--- config.mk ---
export PLATFORM = sky130hd
export DESIGN_NAME = aibio_cdr_phdet_filter
export DESIGN_NICKNAME = d
export VERILOG_FILES = /design/src/rtl/aibio_cdr_phdet_filter.sv
export SDC_FILE = /design/constraint.sdc
export NUM_CORES = 1
export LEC_CHECK = 0
export CAP_MARGIN = 10
export CORE_ASPECT_RATIO = 1.25
export CORE_MARGIN = 1
export CORE_UTILIZATION = 45
export CTS_BUF_LIST = sky130_fd_sc_hd__clkbuf_4 sky130_fd_sc_hd__clkbuf_8
export CTS_CLUSTER_SIZE = 8
export DETAILED_ROUTE_END_ITERATION = 12
export PLACE_DENSITY = 0.7
export SLEW_MARGIN = 20
export SYNTH_ARGS = -nofsm -noshare
export SYNTH_HDL_FRONTEND = slang
export SYNTH_SLANG_ARGS = --single-unit
--- constraint.sdc ---
create_clock -name i_piclk -period 2.5 [get_ports i_piclk]
set_clock_uncertainty 0.05 [all_clocks]
set_input_delay 0.375 -clock i_piclk [delete_from_list [all_inputs] [get_ports i_piclk]]
set_output_delay 0.375 -clock i_piclk [all_outputs]
set_load 0.02 [all_outputs]
--- src/rtl/aibio_cdr_phdet_filter.sv ---
// Multi-lane CDR phase detector with majority vote and windowed vote filter.
// Lanes are synchronised into the PI clock domain, voted, integrated over a
// window of WIN_CYCLES votes, and turned into one-cycle up/dn corrections.
//
//  state    | meaning
//  ---------+-------------------------------------------------------------
//  ST_FLUSH | 3 cycles after reset; pipeline fills, votes ignored, acc = 0
//  ST_RUN   | integrating votes, window counter advancing
//  ST_HOLD  | integration frozen while i_hold is high
module aibio_cdr_phdet_filter #(
    parameter int NUM_LANES  = 4,
    parameter int ACC_WIDTH  = 6,
    parameter int WIN_CYCLES = 16,
    parameter int THRESH     = 8
) (
    input  logic                 i_piclk,
    input  logic                 i_reset,
    input  logic [NUM_LANES-1:0] i_cdr_clk,
    input  logic [NUM_LANES-1:0] i_lane_en,
    input  logic                 i_sdr_mode,
    input  logic                 i_hold,
    output logic                 o_cdr_phdet,
    output logic                 o_up,
    output logic                 o_dn,
    output logic                 o_dec_valid,
    output logic [ACC_WIDTH-1:0] o_acc
);

    localparam int CNT_W = $clog2(WIN_CYCLES);
    localparam logic [CNT_W-1:0] CNT_LAST = CNT_W'(WIN_CYCLES - 1);
    localparam logic [CNT_W-1:0] CNT_ONE  = CNT_W'(1);

    localparam logic signed [ACC_WIDTH:0] ONE_W     = (ACC_WIDTH+1)'(1);
    localparam logic signed [ACC_WIDTH:0] ACC_MAX_W = (ACC_WIDTH+1)'(2**(ACC_WIDTH-1) - 1);
    localparam logic signed [ACC_WIDTH:0] ACC_MIN_W = (ACC_WIDTH+1)'(-(2**(ACC_WIDTH-1)));
    localparam logic signed [ACC_WIDTH:0] TH_W      = (ACC_WIDTH+1)'(THRESH);
    localparam logic signed [ACC_WIDTH:0] NTH_W     = (ACC_WIDTH+1)'(-THRESH);

    typedef enum logic [1:0] {
        ST_FLUSH = 2'd0,
        ST_RUN   = 2'd1,
        ST_HOLD  = 2'd2
    } state_t;

    logic [NUM_LANES-1:0]        sync1_q, sync2_q;
    logic                        vote_hi_q, vote_lo_q;
    logic                        vote_hi_d, vote_lo_d;
    logic [5:0]                  ones_c, n_c, ones_x2;

    state_t                      state_q;
    logic [1:0]                  flush_q;
    logic [CNT_W-1:0]            cnt_q;
    logic signed [ACC_WIDTH-1:0] acc_q, acc_d;
    logic signed [ACC_WIDTH:0]   sum_w, acc_ext;
    logic                        clr_q;
    logic                        up_q, dn_q, dec_q;
    logic                        win_end, dec_up, dec_dn;

    // Count enabled lanes and enabled lanes currently sampled high.
    always_comb begin
        ones_c = '0;
        n_c    = '0;
        for (int i = 0; i < NUM_LANES; i++) begin
            n_c    = n_c + 6'(i_lane_en[i]);
            ones_c = ones_c + 6'(sync2_q[i] & i_lane_en[i]);
        end
    end

    assign ones_x2   = ones_c << 1;
    // n == 0 gives ones == 0, so both compares fail and no vote is cast.
    assign vote_hi_d = i_sdr_mode ? (ones_x2 < n_c) : (ones_x2 > n_c);
    assign vote_lo_d = i_sdr_mode ? (ones_x2 > n_c) : (ones_x2 < n_c);

    // Two-stage lane synchroniser followed by the registered vote.
    always_ff @(posedge i_piclk or posedge i_reset) begin
        if (i_reset) begin
            sync1_q   <= '0;
            sync2_q   <= '0;
            vote_hi_q <= 1'b0;
            vote_lo_q <= 1'b0;
        end else begin
            sync1_q   <= i_cdr_clk;
            sync2_q   <= sync1_q;
            vote_hi_q <= vote_hi_d;
            vote_lo_q <= vote_lo_d;
        end
    end

    // Saturating accumulator update; the cycle after a decision only clears.
    always_comb begin
        sum_w = {acc_q[ACC_WIDTH-1], acc_q};
        if (vote_hi_q) begin
            sum_w = sum_w + ONE_W;
        end else if (vote_lo_q) begin
            sum_w = sum_w - ONE_W;
        end
        if (clr_q) begin
            acc_d = '0;
        end else if (sum_w > ACC_MAX_W) begin
            acc_d = ACC_MAX_W[ACC_WIDTH-1:0];
        end else if (sum_w < ACC_MIN_W) begin
            acc_d = ACC_MIN_W[ACC_WIDTH-1:0];
        end else begin
            acc_d = sum_w[ACC_WIDTH-1:0];
        end
        acc_ext = {acc_d[ACC_WIDTH-1], acc_d};
    end

    assign win_end = (cnt_q == CNT_LAST);
    assign dec_up  = (acc_ext >= TH_W);
    assign dec_dn  = (acc_ext <= NTH_W);

    // Sequencing FSM with window counter, accumulator and decision outputs.
    always_ff @(posedge i_piclk or posedge i_reset) begin
        if (i_reset) begin
            state_q <= ST_FLUSH;
            flush_q <= 2'd2;
            cnt_q   <= '0;
            acc_q   <= '0;
            clr_q   <= 1'b0;
            up_q    <= 1'b0;
            dn_q    <= 1'b0;
            dec_q   <= 1'b0;
        end else begin
            up_q  <= 1'b0;
            dn_q  <= 1'b0;
            dec_q <= 1'b0;
            case (state_q)
                ST_FLUSH: begin
                    if (flush_q == 2'd0) begin
                        state_q <= ST_RUN;
                    end else begin
                        flush_q <= flush_q - 2'd1;
                    end
                end
                ST_RUN, ST_HOLD: begin
                    // Hold acts on the cycle it is seen, so it beats a window end.
                    state_q <= i_hold ? ST_HOLD : ST_RUN;
                    if (!i_hold) begin
                        acc_q <= acc_d;
                        if (win_end) begin
                            cnt_q <= '0;
                            clr_q <= 1'b1;
                            dec_q <= 1'b1;
                            up_q  <= dec_up;
                            dn_q  <= dec_dn;
                        end else begin
                            cnt_q <= cnt_q + CNT_ONE;
                            clr_q <= 1'b0;
                        end
                    end
                end
                default: state_q <= ST_FLUSH;
            endcase
        end
    end

    assign o_cdr_phdet = vote_hi_q;
    assign o_up        = up_q;
    assign o_dn        = dn_q;
    assign o_dec_valid = dec_q;
    assign o_acc       = acc_q;

endmodule

# --- After elaboration in Yosys (flattened, before gate mapping) ---
# Cells that the tools add are included.
totals:
  reg_bits: 28
  in_bits: 12
  out_inout_bits: 10
  elab_cells: 63
classes:
  n_addsub: 10
  n_lt_le_gt_ge: 6
  eq_ne: 4
  mux: 20
  bitwise_logic: 6
  n_reduce_logical: 5
ops:
  columns: ["cell", "n"]
  rows:
  - ["6-bit two-way mux", 3]
  - ["7-bit two-way mux", 2]
  - ["1-bit two-way mux", 11]
  - ["3-bit by 1-bit adder with 4-bit output", 2]
  - ["6-bit by 2-bit adder with 7-bit output, second input constant", 1]
  - ["7-bit by 6-bit greater-than comparator with 1-bit output, second input constant", 1]
  - ["7-bit by 6-bit < comparator with 1-bit output, second input constant", 1]
  - ["6-bit by 2-bit subtractor with 7-bit output, second input constant", 1]
  - ["2-bit by 1-bit adder with 3-bit output", 2]
  - ["6-bit by 5-bit >= comparator with 1-bit output, second input constant", 1]
  - ["6-bit by 4-bit <= comparator with 1-bit output, second input constant", 1]
  - ["5-bit by 4-bit greater-than comparator with 1-bit output", 1]
  - ["5-bit by 4-bit < comparator with 1-bit output", 1]
  - ["1-bit by 1-bit adder with 2-bit output", 2]
  - ["4-bit by 1-bit adder with 4-bit output, second input constant", 1]
  - ["1-bit bitwise AND", 4]
  - ["4-bit == test, second input constant", 1]
  - ["2-bit zero test", 2]
  - ["2-bit two-way mux", 2]
  - ["4-bit two-way mux", 1]
  - ["2-bit one-hot mux with 2 select lines", 1]
  - ["2-bit AND reduction", 2]
  - ["2-bit by 1-bit == test with 1-bit output, second input constant", 1]
  - ["2-bit == test, second input constant", 1]
  - ["4 further kinds", 5]

# --- Depth between registers and ports, before layout ---
# Gate-level depths: netlist of run 1.
logic_depth:
  word_depth: 11
  depth_mapped: 8
  ltp_nobuf: 8

# --- Worst setup path after synthesis of run 1 ---
# Ideal clock, no wire load.
synth_timing:
  kind: "input to register"
  startpoint: "input port i_lane_en[0]"
  endpoint: "register vote_lo_q"
  arrival_ns: 2.366
  path_slack_ns: 0.018
  cell_stages: 8
  path_buffers: 0
  cell_sequence: "and2_1 fa_1 ha_1 ha_1 ha_1 a211oi_1 xor2_1 o31a_1"
synth_between:
  elab_chain_cells: 6
  word_cells_on_any_way: 10
synth_lines:
  columns: ["element", "line", "source"]
  rows:
  - ["from (decl)", "19", "input logic [NUM_LANES-1:0] i_lane_en,"]
  - ["1-bit bitwise AND", "65", "ones_c = ones_c + 6'(sync2_q[i] & i_lane_en[i]);"]
  - ["1-bit by 1-bit adder with 2-bit output", "65", null]
  - ["2-bit by 1-bit adder with 3-bit output", "65", null]
  - ["3-bit by 1-bit adder with 4-bit output", "65", null]
  - ["5-bit by 4-bit < comparator with 1-bit output / 5-bit by 4-bit greater-than comparator with 1-bit output (equally long branches)", "72", "assign vote_lo_d = i_sdr_mode ? (ones_x2 > n_c) : (ones_x2 < n_c);"]
  - ["1-bit two-way mux *", "72", null]
  - ["named net vote_lo_d", "47", "logic vote_hi_d, vote_lo_d;"]
  - ["to (signal assigned)", "85", "vote_lo_q <= vote_lo_d;"]
  - ["to (decl)", "46", "logic vote_hi_q, vote_lo_q;"]
# The timed path passes the listed nets; every way through them passes the cells marked *.
# A chain may end at the register's enable or synchronous reset.

# --- Worst setup path in the final report of run 1 ---
layout_timing:
  startpoint: "register sync2_q[3]"
  endpoint: "register vote_lo_q"
layout_between:
  elab_chain_cells: 4
  word_cells_on_any_way: 5
layout_lines:
  columns: ["element", "line", "source"]
  rows:
  - ["from (decl)", "45", "logic [NUM_LANES-1:0] sync1_q, sync2_q;"]
  - ["from (signal assigned)", "83", "sync2_q <= sync1_q;"]
  - ["1-bit bitwise AND *", "65", null]
  - ["3-bit by 1-bit adder with 4-bit output *", "65", null]
  - ["5-bit by 4-bit < comparator with 1-bit output / 5-bit by 4-bit greater-than comparator with 1-bit output (equally long branches)", "72", null]
  - ["1-bit two-way mux *", "72", null]
  - ["named net vote_lo_d", "47", null]
# Marked as above.

==> results.sh, run 1 <==
export IMPL_status="complete, no violations"
export IMPL_p_leak_nw=0.848
export IMPL_period_share=0.949
export IMPL_grt_pass1_wl_um=5130
export IMPL_drc=0
export IMPL_cp_max_fo=2
export IMPL_ir_drop_uv=687
export IMPL_synth_flop_cell="dfrtp_1"
export IMPL_num_nets_final=208
export IMPL_fin_ws_ns=0.127
export IMPL_setup_viol=0
export IMPL_initial_core_util=0.487
export IMPL_clock_power_share=0.139
export IMPL_numCtsBuffers=3
export IMPL_place_gp_congestion=0.939
export IMPL_wl_per_cell_um=14.0
export IMPL_swShare=0.407
export IMPL_fmax_ghz=0.421
export IMPL_design_area_sq_um=1970
export IMPL_min_path_type="reg -> reg"
export IMPL_dpl_cell_area_sq_um=1880
export IMPL_slew_viol_final=0
export IMPL_min_to="sync2_q[2]$_DFF_PP0_"
export IMPL_r2r_end="vote_lo_q$_DFF_PP0_"
export IMPL_relSlewSlack=0.649
export IMPL_critPathKind="reg -> reg"
export IMPL_placed_cells=214
export IMPL_grt_max_degree=16
export IMPL_endpoint_kind="flip-flop"
export IMPL_port_buffers=21
export IMPL_clock_path_buffers=2
export IMPL_hp_start="sync1_q[2]$_DFF_PP0_"
export IMPL_avgViaCountPerCell=5.52
export IMPL_io_pins=22
export IMPL_p_int_mw=1.16
export IMPL_dieHeight_um=68.6
export IMPL_syn_to_final_growth_pct=23.7
export IMPL_synth_edf_count=0
export IMPL_rows=23
export IMPL_avgSynthCellArea_sq_um=10.4
export IMPL_pwr_share_comb=0.494
export IMPL_critPathArrivalTime_ns=2.54
export IMPL_seq_area_frac_synth=0.440
export IMPL_post_place_ws_ns=-0.634
export IMPL_post_cts_buffers=0
export IMPL_dpl_hpwl_um=2390
export IMPL_syn_nets=180
export IMPL_drive_gt1_frac=0.171
export IMPL_cts_tree="done"
export IMPL_ff2ff_setup_slack_ns=0.13
export IMPL_required_ns=2.66
export IMPL_cts_root_buf="clkbuf_8"
export IMPL_hold_viol=0
export IMPL_reg2reg_depth=8
export IMPL_power_density_nw_per_um2=993
export IMPL_core_sq_um=3280
export IMPL_post_synth_num_cell_types=49
export IMPL_maxCapViolations=0
export IMPL_ys_warnings_count=0
export IMPL_via_count=1203
export IMPL_r2r_start="sync2_q[3]$_DFF_PP0_"
export IMPL_diodes=0
export IMPL_clk_latency_ns=0.27
export IMPL_seqPwrFrac=0.366
export IMPL_tightest_slew_ns=0.526
export IMPL_fin_tns_setup_ns=0
export IMPL_synth_area_sq_um=1600
export IMPL_synthArstFlopShare=1.00
export IMPL_stdcell_count=218
export IMPL_critPathLaunchType="flip-flop"
export IMPL_clk_pin_slew_ns=0.09
export IMPL_drt_wl_total_um=3050
export IMPL_rsz0062_at_grt="false"
export IMPL_clock_sinks=28
export IMPL_die_x_um=55.3
export IMPL_ctsHoldBuffers=0
export IMPL_whs_path_depth=0
export IMPL_postSynthCellCount=154
export IMPL_antenna_found_initial=0
export IMPL_fin_total_pwr_mw=1.96
export IMPL_drt_iter0_markers=29
export IMPL_power_switching_uw=798
export IMPL_grt_overflow=0
export IMPL_cts_htree_levels=1
export IMPL_synth_seq_cells=28
export IMPL_period_minus_slack_ns=2.37
export IMPL_gr_usage_all_layers=0.175
export IMPL_drt_pass1_iter_count=4
export IMPL_first_global_vias=1150
export IMPL_die_area_sq_um=3790
export IMPL_ant_nets=0
export IMPL_post_cts_resized=12
-- cells by family (layout without fill, tap and decap cells) --
logic type | after synthesis | after routing | synth area share
adder cells (fa/ha/maj) | 15 | 15 | 0.125
XOR/XNOR | 7 | 7 | 0.0431
AND/OR/NAND/NOR | 49 | 49 | 0.180
multiplexers | 2 | 2 | 0.0125
AO/OA/AOI/OAI | 34 | 34 | 0.147
flip-flops | 28 | 28 | 0.440
buffers and inverters | 19 | 46 | 0.0525
-- registers in the layout, summed over array words and instances (netlist names), 2 cells and up --
| register | count |
|---|---|
| flush_q | 2 |
| sync2_q | 4 |
| cnt_q | 4 |
| sync1_q | 4 |
| state_q | 2 |
| o_acc | 6 |
-- per-layer routing --
metal,share of wire,vias to the layer above,GRT usage
met1,0.45,578,0.207
met5,0,-,0
met3,0.023,4,0.0261
met2,0.52,19,0.324
met4,0.0092,0,0.0656
li1,-,602,-
-- through the flow --
step	utilization	hold slack, ns
after global placement	0.572	0.285
after floorplan	-	0.281
after CTS	0.602	0.306
after detailed placement	0.572	0.285
after global routing	0.602	0.313
final	0.602	0.305
-- cell type report --
cell class	instances	area, sq um
Tap cell	37	46.3
Sequential cell	28	702
Clock buffer	4	55.1
Fill cell	297	1310
Inverter	13	48.8
Multi-Input combinational cell	107	856
Timing Repair Buffer	29	267
-- cells in the mapped netlist (2+ instances only) --
cell type  count  share of area
nor2_1         4         0.0094
nand2_1       14          0.033
nor2b_1        2         0.0078
xnor2_1        3          0.016
fa_1           2          0.025
nand3_1        4          0.013
nor4_1         2         0.0078
buf_2          4          0.013
ha_1          12          0.094
o31ai_1        2         0.0094
and2_1         5          0.020
a211o_1        3          0.016
dfrtp_1       27           0.42
inv_1         13          0.031
nor3_1         4          0.013
nor3_2         2          0.013
o21ai_0       10          0.031
a21oi_1        4          0.013
nand2b_1       3          0.012
a211oi_1       2         0.0094
mux2i_1        2          0.013
xor2_1         3          0.016
-- how the worst max path moves through the flow --
stage                     endpoint            startpoint
2_1_floorplan  vote_lo_q$_DFF_PP0_          i_lane_en[0]
3_3_place_gp   vote_lo_q$_DFF_PP0_          i_lane_en[0]
3_5_place_dp   vote_lo_q$_DFF_PP0_          i_lane_en[0]
4_1_cts        vote_lo_q$_DFF_PP0_  sync2_q[3]$_DFF_PP0_
5_1_grt        vote_lo_q$_DFF_PP0_  sync2_q[3]$_DFF_PP0_
6_report       vote_lo_q$_DFF_PP0_  sync2_q[3]$_DFF_PP0_
-- cell usage in the layout, fill, tap and decap left out, types with 7 or more instances in the layout --
cell type | Yosys | routed
inv_1 | 13 | 13
ha_1 | 12 | 7
nand2_1 | 14 | 14
buf_4 | 0 | 8
clkdlybuf4s50_1 | 0 | 18
dfrtp_1 | 27 | 27
o21ai_0 | 10 | 10
-- worst max-delay path: stages (launching register included) --
cell	delay, ns
dfrtp_1	0.38
and2_4	0.14
fa_1	0.54
ha_2	0.19
ha_4	0.20
ha_4	0.21
a211oi_2	0.21
xor2_1	0.23
o31a_1	0.17
-- power groups by stage --
stage	combinational [mW]	sequential [mW]	clock, mW
4_1_cts	0.970	0.715	0.282
6_report	0.969	0.718	0.273
3_5_place_dp	0.952	0.723	0
3_3_place_gp	0.915	0.712	0
5_1_grt	1.07	0.736	0.304
2_1_floorplan	0.665	0.724	0
(Power assumes the default switching activity.)
==> run 2, diff against run 1 <==
Settings changed: CTS_BUF_LIST sky130_fd_sc_hd__clkbuf_4 sky130_fd_sc_hd__clkbuf_8 to sky130_fd_sc_hd__clkbuf_16.
==> run 2 against run 1 <==
Utilization up 0.72 points. Combinational power hardly changed. Die area is the same. Worst hold slack got worse by 0.0069 ns. Clock-buffer cell count is 1 lower. Clock power is 30% higher. First-iteration DRC count down 6.9%. Highest routed layer unchanged. Sequential cell count unchanged.
==> results.sh, run 2 (same netlist as run 1, synthesis figures left out) <==
export IMPL_status="complete, no violations"
export IMPL_placed_cells=214
export IMPL_grt_pass1_wl_um=5210
export IMPL_cts_root_buf="clkbuf_16"
export IMPL_final_cell_mix="dfrtp_1 (27), clkdlybuf4s50_1 (18), nand2_1 (14)"
export IMPL_clock_power_share=0.173
export IMPL_io_pins=22
export IMPL_regArea_sq_um=702
export IMPL_cts_htree_levels=1
export IMPL_maxCapViolations=0
export IMPL_rows=23
export IMPL_relSlewSlack=0.648
export IMPL_min_path_type="reg -> reg"
export IMPL_die_area_sq_um=3790
export IMPL_power_switching_uw=807
export IMPL_dpl_hpwl_um=2390
export IMPL_multiInputGateArea_sq_um=856
export IMPL_ant_nets=0
export IMPL_diodes=0
export IMPL_ctsHoldBuffers=0
export IMPL_cp_max_fo=2
export IMPL_dpl_cell_area_sq_um=1880
export IMPL_via_count=1237
export IMPL_wl_per_cell_um=14.3
export IMPL_fmax_ghz=0.418
export IMPL_avgViaCountPerCell=5.67
export IMPL_drt_iter0_markers=27
export IMPL_initial_core_util=0.487
export IMPL_path_buf_inv=3
export IMPL_first_global_vias=1215
export IMPL_endpoint_kind="flip-flop"
export IMPL_final_common_cell="dfrtp_1"
export IMPL_drt_pass1_iter_count=4
export IMPL_period_share=0.957
export IMPL_clk_latency_ns=0.26
export IMPL_gr_usage_all_layers=0.176
export IMPL_drc=0
export IMPL_clock_path_buffers=2
export IMPL_hold_viol=0
export IMPL_design_area_sq_um=2000
export IMPL_clock_sinks=28
export IMPL_critPathLaunchType="primary input"
export IMPL_fillCellCount=296
export IMPL_cpPeakStageDelay_ns=0.48
export IMPL_dieHeight_um=68.6
export IMPL_cpMostUsedCell="ha_2"
export IMPL_fin_tns_setup_ns=0
export IMPL_swShare=0.395
export IMPL_tightest_slew_ns=0.528
export IMPL_ir_drop_uv=571
export IMPL_seqPwrFrac=0.351
export IMPL_port_buffers=21
export IMPL_numCtsBuffers=3
export IMPL_p_leak_nw=0.858
export IMPL_die_x_um=55.3
export IMPL_setup_viol=0
export IMPL_num_nets_final=208
export IMPL_cts_tree="done"
export IMPL_power_density_nw_per_um2=1020
export IMPL_p_int_mw=1.24
export IMPL_pwr_share_comb=0.476
export IMPL_worstPathCellList="dlygate4sd2_1, buf_4, fa_1, ha_2, ha_1, inv_1, ha_2, a211oi_2, xor2_1, o31a_1"
export IMPL_drt_wl_total_um=3110
export IMPL_grt_overflow=0
export IMPL_final_util=0.609
export IMPL_critPathKind="in -> reg"
export IMPL_slew_viol_final=0
export IMPL_stdcell_count=218
export IMPL_crit_path_top_delay_cell="fa_1"
export IMPL_core_sq_um=3280
export IMPL_antenna_found_initial=0
export IMPL_grt_max_degree=16
export IMPL_critical_path_top_delay_family="adder cells"
export IMPL_syn_to_final_growth_pct=25.2
export IMPL_clk_pin_slew_ns=0.06
export IMPL_required_ns=2.64
export IMPL_period_minus_slack_ns=2.39
export IMPL_place_gp_congestion=0.939
export IMPL_drive_gt1_frac=0.166
export IMPL_largest_reg_flops=6
export IMPL_critPathArrivalTime_ns=2.54
export IMPL_rsz0062_at_grt="false"
## run 2: per-layer routing
| metal | GRT usage | up-vias | share of wire | wire length [um] |
|---|---|---|---|---|
| li1 | - | 603 | - | - |
| met1 | 0.200 | 604 | 0.43 | 1330 |
| met2 | 0.339 | 26 | 0.53 | 1650 |
| met3 | 0.0205 | 4 | 0.028 | 87 |
| met4 | 0.0750 | 0 | 0.014 | 42 |
| met5 | 0 | - | 0 | 0 |
## run 2: worst reg2reg max path, stage by stage, from the launching register on
cell and delay [ns]:
dfrtp_1 0.37, and2_4 0.14, fa_1 0.54, ha_2 0.19, ha_4 0.20, ha_4 0.21
a211oi_2 0.21, xor2_1 0.23, o31a_1 0.17
## run 2: stage by stage
stage          setup WS [ns]  power (mW)  hold slack, ns
2_1_floorplan         0.0182        1.39           0.281
5_1_grt               0.0258        2.19           0.304
3_3_place_gp          -0.450        1.63           0.285
4_1_cts               0.0948        2.05           0.300
3_5_place_dp          -0.634        1.68           0.285
6_report               0.107        2.04           0.298
## run 2: cell type report
| cell class | count | share of cell area |
|---|---|---|
| tap | 37 | 0.0232 |
| clock inverter | 1 | 0.00188 |
| sequential | 28 | 0.351 |
| inverter | 13 | 0.0244 |
| timing repair buffer | 29 | 0.133 |
| multi-input combinational | 107 | 0.428 |
| clock buffer | 3 | 0.0376 |
## run 2: power groups by stage
stage / clock, mW / sequential, mW / combinational, mW
detailed placement: 0 / 0.723 / 0.952
floorplan: 0 / 0.724 / 0.665
finish: 0.354 / 0.717 / 0.972
global route: 0.380 / 0.737 / 1.07
CTS: 0.361 / 0.716 / 0.975
global placement: 0 / 0.712 / 0.915
## run 2: timing repair
action | CTS | global route
resized for setup | 12 | 0
buffers inserted | 0 | 0
setup endpoints to repair | 2 | 0
hold endpoints to repair | 0 | 0
## run 2: path summary, 6_finish.rpt
path                            cells past startpoint  slack [ns]                     end                 start
worst max-delay path                               10        0.11     vote_lo_q$_DFF_PP0_          i_lane_en[3]
worst min-delay path                                0        0.30    sync2_q[2]$_DFF_PP0_  sync1_q[2]$_DFF_PP0_
worst max register to register                      8        0.13     vote_lo_q$_DFF_PP0_  sync2_q[3]$_DFF_PP0_
worst min register to register                      0        0.30    sync2_q[2]$_DFF_PP0_  sync1_q[2]$_DFF_PP0_
max in group asynchronous                           3        1.40   o_cdr_phdet$_DFF_PP0_               i_reset
min in group asynchronous                           2        0.40  flush_q[0]$_DFFE_PP0P_               i_reset
==> run 3, diff against run 2 <==
Settings changed: CTS_CLUSTER_SIZE 8 to 12, PLACE_DENSITY 0.7 to 0.68, REMOVE_ABC_BUFFERS set to 1.
Clock period 2.5 ns to 2.9 ns, I/O delays scaled along.
==> run 3 against run 2 <==
Sequential power fell by 12%. Non-clock buffer count is 3 lower. Die area did not move. Register-to-register slack improved by 0.26 ns. Clock power decreased by 14%. Clock-buffer cell count stayed put. Combinational power decreased by 19%. Critical path type unchanged. Critical endpoint unchanged. Largest cell class unchanged.
==> results.sh, run 3 (same netlist as run 1, synthesis figures left out) <==
export IMPL_numCtsBuffers=3
export IMPL_antenna_found_initial=0
export IMPL_syn_to_final_growth_pct=21.5
export IMPL_required_ns=3.05
export IMPL_clock_path_buffers=2
export IMPL_relSlewSlack=0.674
export IMPL_endpoint_kind="flip-flop"
export IMPL_placed_cells=211
export IMPL_cpMostUsedCell="ha_1"
export IMPL_worstPathCellList="clkdlybuf4s50_1, and2_1, fa_1, ha_1, ha_1, ha_1, a211oi_2, xor2_1, o31a_1"
export IMPL_critPathKind="in -> reg"
export IMPL_final_cell_mix="dfrtp_1 (27), clkdlybuf4s50_1 (21), nand2_1 (14), inv_1 (14), ha_1 (12)"
export IMPL_power_density_nw_per_um2=887
export IMPL_cts_root_buf="clkbuf_16"
export IMPL_clk_pin_slew_ns=0.06
export IMPL_initial_core_util=0.487
export IMPL_avgViaCountPerCell=5.76
export IMPL_dpl_hpwl_um=2310
export IMPL_slew_viol_final=0
export IMPL_maxCapViolations=0
export IMPL_setup_viol=0
export IMPL_cp_max_fo=2
export IMPL_rsz0062_at_grt="false"
export IMPL_clock_sinks=28
export IMPL_drt_wl_total_um=2970
export IMPL_grt_pass1_wl_um=5050
export IMPL_crit_path_top_delay_cell="fa_1"
export IMPL_fillCellCount=304
export IMPL_io_pins=22
export IMPL_critPathArrivalTime_ns=2.94
export IMPL_post_cts_buffers=0
export IMPL_ir_drop_uv=527
export IMPL_drc=0
export IMPL_diodes=0
export IMPL_grt_max_degree=21
export IMPL_port_buffers=21
export IMPL_stdcell_count=215
export IMPL_cts_htree_levels=1
export IMPL_tightest_slew_ns=0.477
export IMPL_drt_pass1_iter_count=4
export IMPL_clk_latency_ns=0.25
export IMPL_status="complete, no violations"
export IMPL_critPathLaunchType="primary input"
export IMPL_fin_tns_setup_ns=0
export IMPL_final_util=0.591
export IMPL_gr_usage_all_layers=0.167
export IMPL_fin_total_pwr_mw=1.72
export IMPL_min_path_type="reg -> reg"
export IMPL_cts_tree="done"
export IMPL_final_common_cell="dfrtp_1"
export IMPL_largest_reg_flops=6
export IMPL_dpl_cell_area_sq_um=1860
export IMPL_die_x_um=55.3
export IMPL_period_minus_slack_ns=2.79
export IMPL_hold_viol=0
export IMPL_cpPeakStageDelay_ns=0.48
export IMPL_via_count=1239
export IMPL_place_gp_congestion=0.910
export IMPL_num_nets_final=205
export IMPL_dieHeight_um=68.6
export IMPL_drt_iter0_markers=52
export IMPL_first_global_vias=1204
export IMPL_ctsHoldBuffers=0
export IMPL_wl_per_cell_um=13.8
export IMPL_period_share=0.963
export IMPL_rows=23
export IMPL_drive_gt1_frac=0.107
export IMPL_core_sq_um=3280
export IMPL_p_leak_nw=0.844
export IMPL_fmax_ghz=0.358
export IMPL_design_area_sq_um=1940
export IMPL_grt_overflow=0
export IMPL_die_area_sq_um=3790
export IMPL_ant_nets=0
-- run 3: cell count changes in the layout (fill, tap and decap cells not counted), sizes merged --
cell,previous run,this run
buf,8,5
clkdlybuf4s50,18,21
clkinv,1,0
dlygate4sd2,3,0
inv,13,14
-- run 3: critical path: cells and delay by family --
kind	cells	cell delay, ns
adder cells (fa/ha/maj)	4	1.29
XOR/XNOR	1	0.21
AND/OR/NAND/NOR	1	0.19
AO/OA/AOI/OAI	2	0.40
buffers and inverters	1	0.42
-- run 3: metal layers --
layer | wire length (um) | global-route usage
met4 | 35 | 0.0719
met1 | 1310 | 0.196
met5 | 0 | 0
met2 | 1540 | 0.315
met3 | 83 | 0.0187
-- run 3: through the flow --
step	worst slack, ns	hold WS (ns)
3_3_place_gp	-0.110	0.283
5_1_grt	0.0175	0.304
6_report	0.107	0.299
3_5_place_dp	-0.211	0.287
2_1_floorplan	0.358	0.281
4_1_cts	0.0561	0.302
-- run 3: cell type report --
cell class | instances | area (sq um) | share of cell area
sequential | 28 | 702 | 0.362
clock inverter | 1 | 3.75 | 0.00194
inverter | 13 | 48.8 | 0.0252
multi-input combinational | 107 | 816 | 0.421
clock buffer | 3 | 75.1 | 0.0387
timing repair buffer | 26 | 248 | 0.128
tap | 37 | 46.3 | 0.0239
-- run 3: path summary, 6_finish.rpt --
kind                                      startpoint                      to  slack [ns]  cells past startpoint
worst min-delay path            sync1_q[0]$_DFF_PP0_    sync2_q[0]$_DFF_PP0_        0.30                      0
worst max-delay path                    i_lane_en[0]     vote_lo_q$_DFF_PP0_        0.11                      9
min in group asynchronous                    i_reset    sync2_q[1]$_DFF_PP0_        0.37                      2
max in group asynchronous                    i_reset  flush_q[1]$_DFFE_PP1P_        1.81                      3
worst min register to register  sync1_q[0]$_DFF_PP0_    sync2_q[0]$_DFF_PP0_        0.30                      0
worst max register to register  sync2_q[0]$_DFF_PP0_     vote_lo_q$_DFF_PP0_        0.39                      8
-- run 3: repair_timing --
item	4_1_cts	5_1_grt
gates resized for setup	0	1
endpoints found under the setup margin	0	2
hold endpoints to repair	0	0
-- run 3: power by group --
group / switching (mW) / internal [mW]
Sequential: 0.143 / 0.487
Combinational: 0.414 / 0.371
Clock: 0.121 / 0.184
Total: 0.679 / 1.04
